`config.mk`:
```
export PLATFORM = sky130hd
export DESIGN_NAME = booth_multiplier
export DESIGN_NICKNAME = d
export VERILOG_FILES = /design/src/rtl/booth_pkg.sv /design/src/rtl/booth_ctrl.sv /design/src/rtl/booth_multiplier.sv
export SDC_FILE = /design/constraint.sdc
export NUM_CORES = 1
export LEC_CHECK = 0
export BUFFER_PORTS_ARGS = -buffer_cell sky130_fd_sc_hd__buf_4
export CAP_MARGIN = 20
export CORE_MARGIN = 1.5
export CORE_UTILIZATION = 33
export CTS_CLUSTER_SIZE = 25
export DETAILED_ROUTE_END_ITERATION = 12
export GPL_TIMING_DRIVEN = 0
export SLEW_MARGIN = 25
export SYNTH_ARGS = -nofsm -noshare
export SYNTH_HDL_FRONTEND = slang
export SYNTH_SLANG_ARGS = --single-unit
```
`constraint.sdc`:
```
create_clock -name clk -period 5.3 [get_ports clk]
set_clock_uncertainty 0.1 [all_clocks]
set_input_delay 0.265 -clock clk [delete_from_list [all_inputs] [get_ports clk]]
set_output_delay 0.265 -clock clk [all_outputs]
set_load 0.1 [all_outputs]
```
`src/rtl/booth_pkg.sv`:
```
// Shared types and defaults for the sequential radix-2 Booth multiplier.
package booth_pkg;

  localparam int BOOTH_WIDTH = 16;

  typedef enum logic [2:0] {
    IDLE   = 3'd0,
    LOAD_M = 3'd1,
    LOAD_Q = 3'd2,
    RUN    = 3'd3,
    DONE   = 3'd4
  } booth_state_t;

endpackage

```
`src/rtl/booth_ctrl.sv`:
```
// Booth multiplier controller: sequences operand loads, WIDTH Booth iterations and result hold.
// With BOOTH_BUSY_EN defined, also drives a busy flag for the load and run phases.
//
// state  | meaning
// IDLE   | waiting for start
// LOAD_M | multiplicand on data_in; clear A, Q-1, reload counter
// LOAD_Q | multiplier on data_in
// RUN    | one Booth add/sub + arithmetic shift per cycle
// DONE   | product valid, held until the next start
module booth_ctrl
  import booth_pkg::*;
(
  input  logic clk,
  input  logic rst_n,
  input  logic start,
  input  logic q0,
  input  logic qm1,
  input  logic cnt_zero,
  output logic ld_m,
  output logic ld_q,
  output logic clr_a,
  output logic clr_ff,
  output logic ld_cnt,
  output logic decr,
  output logic run,
  output logic op_add,
  output logic op_sub,
`ifdef BOOTH_BUSY_EN
  output logic busy,
`endif
  output logic done
);

  booth_state_t state_q, state_d;

  always_ff @(posedge clk or negedge rst_n) begin
    if (!rst_n) state_q <= IDLE;
    else        state_q <= state_d;
  end

  always_comb begin
    state_d = state_q;
    unique case (state_q)
      IDLE:    if (start) state_d = LOAD_M;
      LOAD_M:  state_d = LOAD_Q;
      LOAD_Q:  state_d = RUN;
      RUN:     if (cnt_zero) state_d = DONE;
      DONE:    if (start) state_d = LOAD_M;
      default: state_d = IDLE;
    endcase
  end

  always_comb begin
    ld_m   = (state_q == LOAD_M);
    clr_a  = (state_q == LOAD_M);
    clr_ff = (state_q == LOAD_M);
    ld_cnt = (state_q == LOAD_M);
    ld_q   = (state_q == LOAD_Q);
    run    = (state_q == RUN);
    decr   = (state_q == RUN);
    // Booth pair {Q0,Q-1}: 10 subtracts M, 01 adds M
    op_sub = run && q0 && !qm1;
    op_add = run && !q0 && qm1;
    done   = (state_q == DONE);
`ifdef BOOTH_BUSY_EN
    busy   = (state_q == LOAD_M) || (state_q == LOAD_Q) || (state_q == RUN);
`endif
  end

endmodule

```
`src/rtl/booth_multiplier.sv`:
```
// Sequential signed radix-2 Booth multiplier: datapath (A, Q, M, Q-1, counter) around booth_ctrl.
// Optional BOOTH_BUSY_EN adds a busy output high during LOAD_M, LOAD_Q and RUN.
module booth_multiplier
  import booth_pkg::*;
#(
  parameter int WIDTH = BOOTH_WIDTH
) (
  input  logic               clk,
  input  logic               rst_n,
  input  logic               start,
  input  logic [WIDTH-1:0]   data_in,
  output logic [2*WIDTH-1:0] product,
`ifdef BOOTH_BUSY_EN
  output logic               busy,
`endif
  output logic               done
);

  localparam int CW = $clog2(WIDTH + 1);

  // A carries one guard bit so that subtracting M = -2^(WIDTH-1) cannot overflow
  logic [WIDTH:0]   a_q, a_d, a_sum, m_ext;
  logic [WIDTH-1:0] q_q, q_d, m_q, m_d;
  logic             qm1_q, qm1_d;
  logic [CW-1:0]    cnt_q, cnt_d, cnt_dec;
  logic             cnt_zero;
  logic             ld_m, ld_q, clr_a, clr_ff, ld_cnt, decr, run, op_add, op_sub;

  booth_ctrl u_ctrl (
    .clk      (clk),
    .rst_n    (rst_n),
    .start    (start),
    .q0       (q_q[0]),
    .qm1      (qm1_q),
    .cnt_zero (cnt_zero),
    .ld_m     (ld_m),
    .ld_q     (ld_q),
    .clr_a    (clr_a),
    .clr_ff   (clr_ff),
    .ld_cnt   (ld_cnt),
    .decr     (decr),
    .run      (run),
    .op_add   (op_add),
    .op_sub   (op_sub),
`ifdef BOOTH_BUSY_EN
    .busy     (busy),
`endif
    .done     (done)
  );

  assign cnt_dec  = cnt_q - CW'(1);
  assign cnt_zero = (cnt_dec == '0);
  assign m_ext    = {m_q[WIDTH-1], m_q};
  assign product  = {a_q[WIDTH-1:0], q_q};

  always_comb begin
    a_sum = a_q;
    if (op_sub)      a_sum = a_q - m_ext;
    else if (op_add) a_sum = a_q + m_ext;
  end

  always_comb begin
    a_d   = a_q;
    q_d   = q_q;
    m_d   = m_q;
    qm1_d = qm1_q;
    cnt_d = cnt_q;
    if (ld_m)   m_d   = data_in;
    if (clr_a)  a_d   = '0;
    if (clr_ff) qm1_d = 1'b0;
    if (ld_cnt) cnt_d = CW'(WIDTH);
    if (ld_q)   q_d   = data_in;
    // arithmetic right shift of {A,Q,Q-1} after the add/sub
    if (run) begin
      a_d   = {a_sum[WIDTH], a_sum[WIDTH:1]};
      q_d   = {a_sum[0], q_q[WIDTH-1:1]};
      qm1_d = q_q[0];
    end
    if (decr)   cnt_d = cnt_dec;
  end

  always_ff @(posedge clk or negedge rst_n) begin
    if (!rst_n) begin
      a_q   <= '0;
      q_q   <= '0;
      m_q   <= '0;
      qm1_q <= 1'b0;
      cnt_q <= '0;
    end else begin
      a_q   <= a_d;
      q_q   <= q_d;
      m_q   <= m_d;
      qm1_q <= qm1_d;
      cnt_q <= cnt_d;
    end
  end

endmodule

```
Word level (Yosys, flattened, before mapping)
Index checks and enable logic that the tools add are counted.

Input bits: 19. Output and inout port bits: 33. Flip-flop bits (word level): 58. Word-level logic and storage cells: 40.

Multiplexer cells: 13. Equal/unequal tests: 6. Add/subtract/negate cells: 3. Reductions and logical operators: 12.

Operators with widths (count): $mux 17 (4); $mux 16 (2); $add 17x17->17 (1); $sub 17x17->17 (1); $pmux 3 s4 (1); $mux 5 (2); $eq 3x2->1 const B (2); $mux 3 (2); $logic_not 5->1 (1); $sub 5x1->5 const B (1); $logic_and 1x1->1 (4); $reduce_bool 2->1 (2); $eq 3x1->1 const B (1); $eq 3x3->1 const B (1); $logic_not 3->1 (1); $logic_not 1->1 (2); $mux 1 (2); $ne 2x1->1 const B (1); $ne 2x2->1 const B (1); $reduce_and 2->1 (1); $reduce_or 2->1 (1).

Depth between registers and ports, before layout
Gate-level depths: netlist (run 1).

Depth in word-level cells: 6. Gate-level depth with buffers: 11. Depth with buffers taken out: 11.

Modules after synthesis
From an unflattened synthesis (run 1), not the netlist that was laid out.

Cells, all modules: 512. Area total of the unflattened synthesis: 4409.2 um2.

Modules (own cells, without submodules): booth_multiplier (times used 1, cells an instance 489, area an instance 4205.3 um2, seq. area each 1351.3 um2); booth_ctrl (times used 1, cells an instance 23, area an instance 203.9 um2, seq. area each 75.1 um2).

Worst setup path before layout (run 1)
OpenSTA, ideal clock, no wires.

Kind: register -> register. Start: reg a_q[0]. End: reg a_q[13]. Stages on the path, launching flop included: 11. Arrival time: 2906 ps. Setup time: 123 ps. Setup slack: 2171 ps. Period minus slack after synthesis: 3129 ps. Path through: dfrtp_1 ha_1 inv_1 fa_1 nor2_2 o21a_1 a2111o_1 a311oi_2 o2bb2ai_2 or3_1 a32o_1.

Word-level cells in the longest chain between the ends: 4. Elaborated cells on any way between the ends: 5. Classes of those cells: 2 x add/sub; 3 x mux.

Ends and longest elaborated chain: start: declaration (RTL line booth_multiplier.sv:22) `logic [WIDTH:0] a_q, a_d, a_sum, m_ext;`; start signal: assignment (RTL line booth_multiplier.sv:84) `a_q <= '0;`; start signal: assignment (RTL line booth_multiplier.sv:90) `a_q <= a_d;`; $add 17x17->17 (RTL line booth_multiplier.sv:59) `else if (op_add) a_sum = a_q + m_ext;`; $mux 17 (RTL line booth_multiplier.sv:59); $mux 17 * (RTL line booth_multiplier.sv:58) `if (op_sub) a_sum = a_q - m_ext;`; $mux 17 * (RTL line booth_multiplier.sv:74) `if (run) begin`.

Every way passes the cells marked *; elsewhere a longest branch is shown, timed or not. A chain may end at the register's enable or synchronous reset.

Final worst setup path (run 1)
Start: reg a_q[10]. End: reg a_q[14].

The elaborated chain is that of the path after synthesis.

==> impl_metrics.env, run 1 <==
export IMPL_drive_gt1_frac=0.144
export IMPL_rsz0062_at_grt="false"
export IMPL_synthCells=504
export IMPL_grt_max_degree=58
export IMPL_cts_num_sinks=57
export IMPL_finalCritPeriodShare=0.573
export IMPL_fp_dieH_um=117
export IMPL_wl_per_cell_um=17.6
export IMPL_synth_area_um2=4270
export IMPL_grt_pass1_vias=3782
export IMPL_root_buffer="clkbuf_16"
export IMPL_drt_wl_total_mm=13.1
export IMPL_antenna_cells=0
export IMPL_ys_seq_elements=57
export IMPL_insertion_delay_ns=0.33
export IMPL_hold_path_startpoint="start"
export IMPL_cp_slowest_stage_delay_ns=0.47
export IMPL_crit_family="compound AO/OA/AOI/OAI gates"
export IMPL_synth_cell_type_count=64
export IMPL_drtIter0Drc=389
export IMPL_synth_seq_area_share=0.334
export IMPL_cts_tree="done"
export IMPL_globalRouteTotalUtil=0.203
export IMPL_coreArea_um2=12600
export IMPL_crit_slowest_cell="dfrtp_1"
export IMPL_synthArstFlopShare=1.00
export IMPL_syn_nets=559
export IMPL_vias=4000
export IMPL_tns_ns=0
export IMPL_crit_path_start="a_q[10]$_DFFE_PN0P_"
export IMPL_clk_pin_slew_ns=0.06
export IMPL_post_cts_resized=0
export IMPL_max_freq_mhz=330
export IMPL_worst_slew_pin_slew_ns=0.819
export IMPL_numPortBuffers=51
export IMPL_antenna_found_initial=0
export IMPL_fin_ws_ns=2.27
export IMPL_cts_buffers=9
export IMPL_drc=0
export IMPL_syn_avg_cell_area_um2=8.47
export IMPL_slew_headroom=0.454
export IMPL_cp_data_required_time_ns=5.43
export IMPL_path_common_cell="o31ai_1"
export IMPL_path_max_fanout=10
export IMPL_path_buf_inv=1
export IMPL_drv_cap=0
export IMPL_clk_path_buf_depth=2
export IMPL_criticalPathCategory="reg2reg"
export IMPL_initial_core_util=0.338
export IMPL_htree_levels=3
export IMPL_hp_class="in2reg"
export IMPL_fillCellCount=1281
export IMPL_drv_slew=0
export IMPL_die_x_um=117
export IMPL_min_period_ns=3.03
export IMPL_synthFlopType="dfrtp_1"
export IMPL_routabilityCongestion=0.905
export IMPL_area_growth_pct=21.2
export IMPL_yosysWarningCount=0
export IMPL_dp_hpwl_mm=9.69
export IMPL_start_kind="flop"
export IMPL_reg2reg_from="a_q[10]$_DFFE_PN0P_"
export IMPL_design_die_area_um2=13600
export IMPL_grt_overflow=0
export IMPL_grt_pass1_wl_mm=20.8
export IMPL_crit_chain="ha_1, clkbuf_1, nor2b_1, nor2_1, o31ai_1, a211o_1, a31oi_1, mux2_2, o31ai_1"
export IMPL_drt_pass1_iter_count=5
export IMPL_row_count=41
export IMPL_io_pins=52
export IMPL_antenna_left=0
export IMPL_endpoint_kind="flop"
export IMPL_status="finished clean"
export IMPL_dp_slack_ns=2.40
export IMPL_nets=622
export IMPL_hold_viol=0
export IMPL_synth_edf_count=0
export IMPL_setup_viol=0
export IMPL_worstPathArrival_ns=3.16
export IMPL_viasPerCell=5.38
[worst paths after layout]
| path | endpoint | slack (ns) | depth (start not counted) |
|---|---|---|---|
| worst min-delay path | u_ctrl.state_q[2]$_DFFE_PN0P_ | 0.05 | 2 |
| worst max-delay path | a_q[14]$_DFFE_PN0P_ | 2.27 | 9 |
| max in group asynchronous | u_ctrl.state_q[2]$_DFFE_PN0P_ | 4.14 | 2 |
| min in group asynchronous | a_q[3]$_DFFE_PN0P_ | 0.44 | 2 |
| worst max register to register | a_q[14]$_DFFE_PN0P_ | 2.27 | 9 |
| worst min register to register | cnt_q[4]$_DFFE_PN0P_ | 0.37 | 1 |
[stage by stage]
step                       util  instance area, um^2  instances  hold slack, ns
after floorplan               -                 4270        504          -0.131
after global placement    0.386                 4870        727           0.283
after detailed placement  0.386                 4870        727           0.288
after CTS                 0.410                 5170        743          0.0415
after global routing      0.410                 5170        743          0.0383
final                     0.410                 5170        743          0.0469
[synth_stat cells (all sizes together), types with 2 or more instances]
cell type   n  area share
a21oi      29       0.034
clkbuf     20       0.018
or3         3      0.0044
xnor2       7       0.014
nand2b     10       0.015
a211oi      5      0.0088
buf         8       0.012
fa          2      0.0094
nand2      66       0.058
o22a        2      0.0041
mux2i      20       0.047
nor2       30       0.027
dfrtp      57        0.33
inv        35       0.031
a311oi      3      0.0076
nand4       2      0.0029
a211o       2      0.0041
o21a        5      0.0088
nand3       3      0.0035
o22ai       2      0.0029
mux2        2      0.0053
o221ai      3      0.0062
a31oi       3      0.0059
o21ai      65       0.076
a22o        5       0.010
o311ai      3       0.010
nor4        5      0.0073
nand3b      3      0.0053
nor3        9       0.011
o211ai      3      0.0053
o2bb2ai     3      0.0076
a21o        3      0.0053
a32oi       2      0.0041
a2111o      2      0.0053
a221oi      6       0.012
nor2b      12       0.018
a32o        2      0.0047
ha         34        0.10
a221o       2      0.0047
o21bai      4      0.0070
o31ai       9       0.016
[logic make-up (layout without fill, tap and decap cells)]
logic type	after synthesis	after routing	synth area share
DFF	57	57	0.334
AOI/OAI and AO/OA	169	169	0.265
buffers and inverters	63	130	0.0604
xor gates and xnor gates	8	8	0.0164
and+or+nand+nor	149	149	0.162
adders and majority gates	36	36	0.109
muxes	22	22	0.0522
[state kept, by name, indices dropped and copies added (netlist names)]
| signal | cells |
|---|---|
| a_q | 16 |
| cnt_q | 5 |
| m_q | 16 |
| q_q | 16 |
| qm1_q | 1 |
| u_ctrl.state_q | 3 |
[layout make-up]
cell class / count / area, um^2 / area share
multi-input cells: 384 / 2580 / 0.500
repair buffers: 52 / 393 / 0.0760
flip-flops and latches: 57 / 1430 / 0.276
clock buffers: 10 / 239 / 0.0462
well taps: 172 / 215 / 0.0416
clock inverters: 5 / 56.3 / 0.0109
plain buffers: 28 / 126 / 0.0244
inverters: 35 / 131 / 0.0254
[per-layer routing]
metal,global-route usage,share of wire,up-vias
li1,-,-,1937
met1,0.292,0.48,1922
met2,0.317,0.45,131
met3,0.0405,0.062,10
met4,0.0442,0.010,0
met5,0,0,-
[timing repair]
item	4_1_cts	5_1_grt
hold endpoints to repair	57	0
hold buffers	1	0
buffers inserted	0	0
[cells in the final DEF (no fill, tap or decap), types with 3 or more instances in the layout]
| master | netlist | layout |
|---|---|---|
| xnor2_1 | 7 | 7 |
| nor3_1 | 9 | 9 |
| o21ai_0 | 63 | 63 |
| a211oi_1 | 5 | 5 |
| a21oi_1 | 29 | 29 |
| o31ai_1 | 9 | 9 |
| a21o_1 | 3 | 3 |
| nor2_1 | 29 | 29 |
| o211ai_1 | 3 | 3 |
| clkbuf_1 | 20 | 20 |
| o221ai_1 | 3 | 3 |
| nand3_1 | 3 | 3 |
| a22o_1 | 5 | 5 |
| buf_4 | 3 | 54 |
| ha_1 | 34 | 34 |
| nor2b_1 | 12 | 12 |
| nor4_1 | 5 | 5 |
| nand3b_1 | 3 | 3 |
| a221oi_1 | 6 | 6 |
| nand2b_1 | 10 | 10 |
| clkbuf_16 | 0 | 9 |
| inv_1 | 34 | 34 |
| o21bai_1 | 4 | 4 |
| nand2_1 | 66 | 66 |
| mux2i_1 | 20 | 20 |
| dfrtp_1 | 57 | 57 |
| o21a_1 | 5 | 5 |
| or3_1 | 3 | 3 |
Power of run 1 is left out: the tool's default activity adds up to more than one toggle a clock period on the data nets, which glitch-free logic cannot reach.
==> run 2, diff against run 1 <==
- clock period: 5.3 -> 2.4 ns (I/O delays scaled with it)
==> run 2 against run 1 <==
Compared with the run above:
- the flow now finishes with violations (setup timing)
- final cell count grew 5.2%
- clock-buffer cell count up 4
- first-iteration DRC count shrank 9.8%
- worst hold slack gained 0.25 ns
- register-to-register slack worse by 2.6 ns
==> impl_metrics.env, run 2 (same netlist as run 1, synthesis figures left out) <==
export IMPL_drv_slew=0
export IMPL_drive_gt1_frac=0.298
export IMPL_area_growth_pct=39.5
export IMPL_hp_class="in2async"
export IMPL_tns_ns=-2.16
export IMPL_fin_ws_ns=-0.356
export IMPL_htree_levels=3
export IMPL_coreArea_um2=12600
export IMPL_antenna_found_initial=0
export IMPL_worst_slew_pin_slew_ns=0.748
export IMPL_insertion_delay_ns=0.34
export IMPL_final_common_cell="buf_4"
export IMPL_wl_per_cell_um=18.2
export IMPL_worstPathArrival_ns=2.87
export IMPL_clk_path_buf_depth=2
export IMPL_min_period_ns=2.76
export IMPL_placed_area_um2=5020
export IMPL_antenna_left=0
export IMPL_wl_met1_mm=6.21
export IMPL_wl_met3_mm=1.04
export IMPL_met2_length_mm=6.49
export IMPL_setup_viol=10
export IMPL_grt_pass1_vias=4238
export IMPL_row_count=41
export IMPL_top_regs="a_q x16, m_q x16, q_q x16"
export IMPL_antenna_cells=0
export IMPL_endpoint_kind="flop"
export IMPL_timing_hold_ws_ns=0.294
export IMPL_drc=0
export IMPL_criticalPathCategory="reg2reg"
export IMPL_clk_pin_slew_ns=0.05
export IMPL_path_max_fanout=10
export IMPL_cts_num_sinks=57
export IMPL_io_pins=52
export IMPL_violations="setup timing"
export IMPL_die_x_um=117
export IMPL_slew_headroom=0.501
export IMPL_drv_cap=0
export IMPL_rsz0062_at_grt="true"
export IMPL_rr_endpoint="a_q[13]$_DFFE_PN0P_"
export IMPL_initial_core_util=0.338
export IMPL_reg2reg_depth=9
export IMPL_viasPerCell=5.43
export IMPL_final_area_um2=5950
export IMPL_finalCritPeriodShare=1.15
export IMPL_fillCellCount=1243
export IMPL_hold_viol=0
export IMPL_drtIter0Drc=351
export IMPL_root_buffer="clkbuf_16"
export IMPL_dp_hpwl_mm=9.65
export IMPL_numPortBuffers=51
export IMPL_globalRouteTotalUtil=0.218
export IMPL_start_kind="flop"
export IMPL_cts_tree="done"
export IMPL_regToRegSetupSlack_ns=-0.36
export IMPL_routabilityCongestion=0.949
export IMPL_final_cell_mix="73 x buf_4, 66 x nand2_1, 54 x o21ai_0"
export IMPL_cts_buffers=9
export IMPL_fp_dieH_um=117
export IMPL_grt_overflow=0
export IMPL_status="finished with violations"
export IMPL_dr_max_layer_used="met4"
export IMPL_vias=4243
export IMPL_drt_pass1_iter_count=5
export IMPL_dp_slack_ns=-0.431
export IMPL_design_die_area_um2=13600
export IMPL_drt_wl_total_mm=14.3
export IMPL_cp_data_required_time_ns=2.52
export IMPL_reg2reg_from="a_q[2]$_DFFE_PN0P_"
export IMPL_max_freq_mhz=363
export IMPL_grt_max_degree=58
export IMPL_nets=660
export IMPL_grt_pass1_wl_mm=22.4
## run 2: what timing repair did
item | 4_1_cts | 5_1_grt
resized for setup | 39 | 31
pin swaps | 26 | 24
hold buffers | 18 | 0
buffers inserted | 16 | 7
setup endpoints to repair | 11 | 14
endpoints found under the hold margin | 84 | 0
## run 2: critical path, stage by stage (launching register included)
cell	delay (ns)
dfrtp_4	0.50
ha_4	0.27
buf_6	0.15
nor2_2	0.06
o21a_1	0.20
a2111o_1	0.48
a311oi_4	0.33
o2bb2ai_2	0.17
nand3_1	0.10
a32o_1	0.26
## run 2: worst max-delay path by stage
stage | startpoint | to | slack [ns]
4_1_cts | a_q[0]$_DFFE_PN0P_ | a_q[13]$_DFFE_PN0P_ | -0.33
3_5_place_dp | a_q[7]$_DFFE_PN0P_ | a_q[13]$_DFFE_PN0P_ | -0.43
6_report | a_q[2]$_DFFE_PN0P_ | a_q[13]$_DFFE_PN0P_ | -0.36
3_3_place_gp | a_q[7]$_DFFE_PN0P_ | a_q[13]$_DFFE_PN0P_ | -0.45
2_1_floorplan | a_q[0]$_DFFE_PN0P_ | a_q[13]$_DFFE_PN0P_ | -0.25
5_1_grt | a_q[0]$_DFFE_PN0P_ | a_q[13]$_DFFE_PN0P_ | -0.44
## run 2: routing by layer
layer | global-route usage | up-vias
li1 | - | 2008
met1 | 0.284 | 2028
met2 | 0.347 | 166
met3 | 0.0431 | 41
met4 | 0.108 | 0
met5 | 0 | -
## run 2: through the flow
stage,utilization,std cells
floorplan,-,504
global placement,0.398,727
detailed placement,0.398,727
CTS,0.459,776
global route,0.472,782
finish,0.472,782
## run 2: cell type report
cell class | count | area (um^2) | area share
multi-input cells | 384 | 2930 | 0.493
flip-flops and latches | 57 | 1470 | 0.247
repair buffers | 92 | 751 | 0.126
clock buffers | 14 | 274 | 0.0460
well taps | 172 | 215 | 0.0361
plain buffers | 26 | 140 | 0.0235
inverters | 35 | 134 | 0.0225
clock inverters | 2 | 35.0 | 0.00588
Power of run 2 is left out for the same reason.
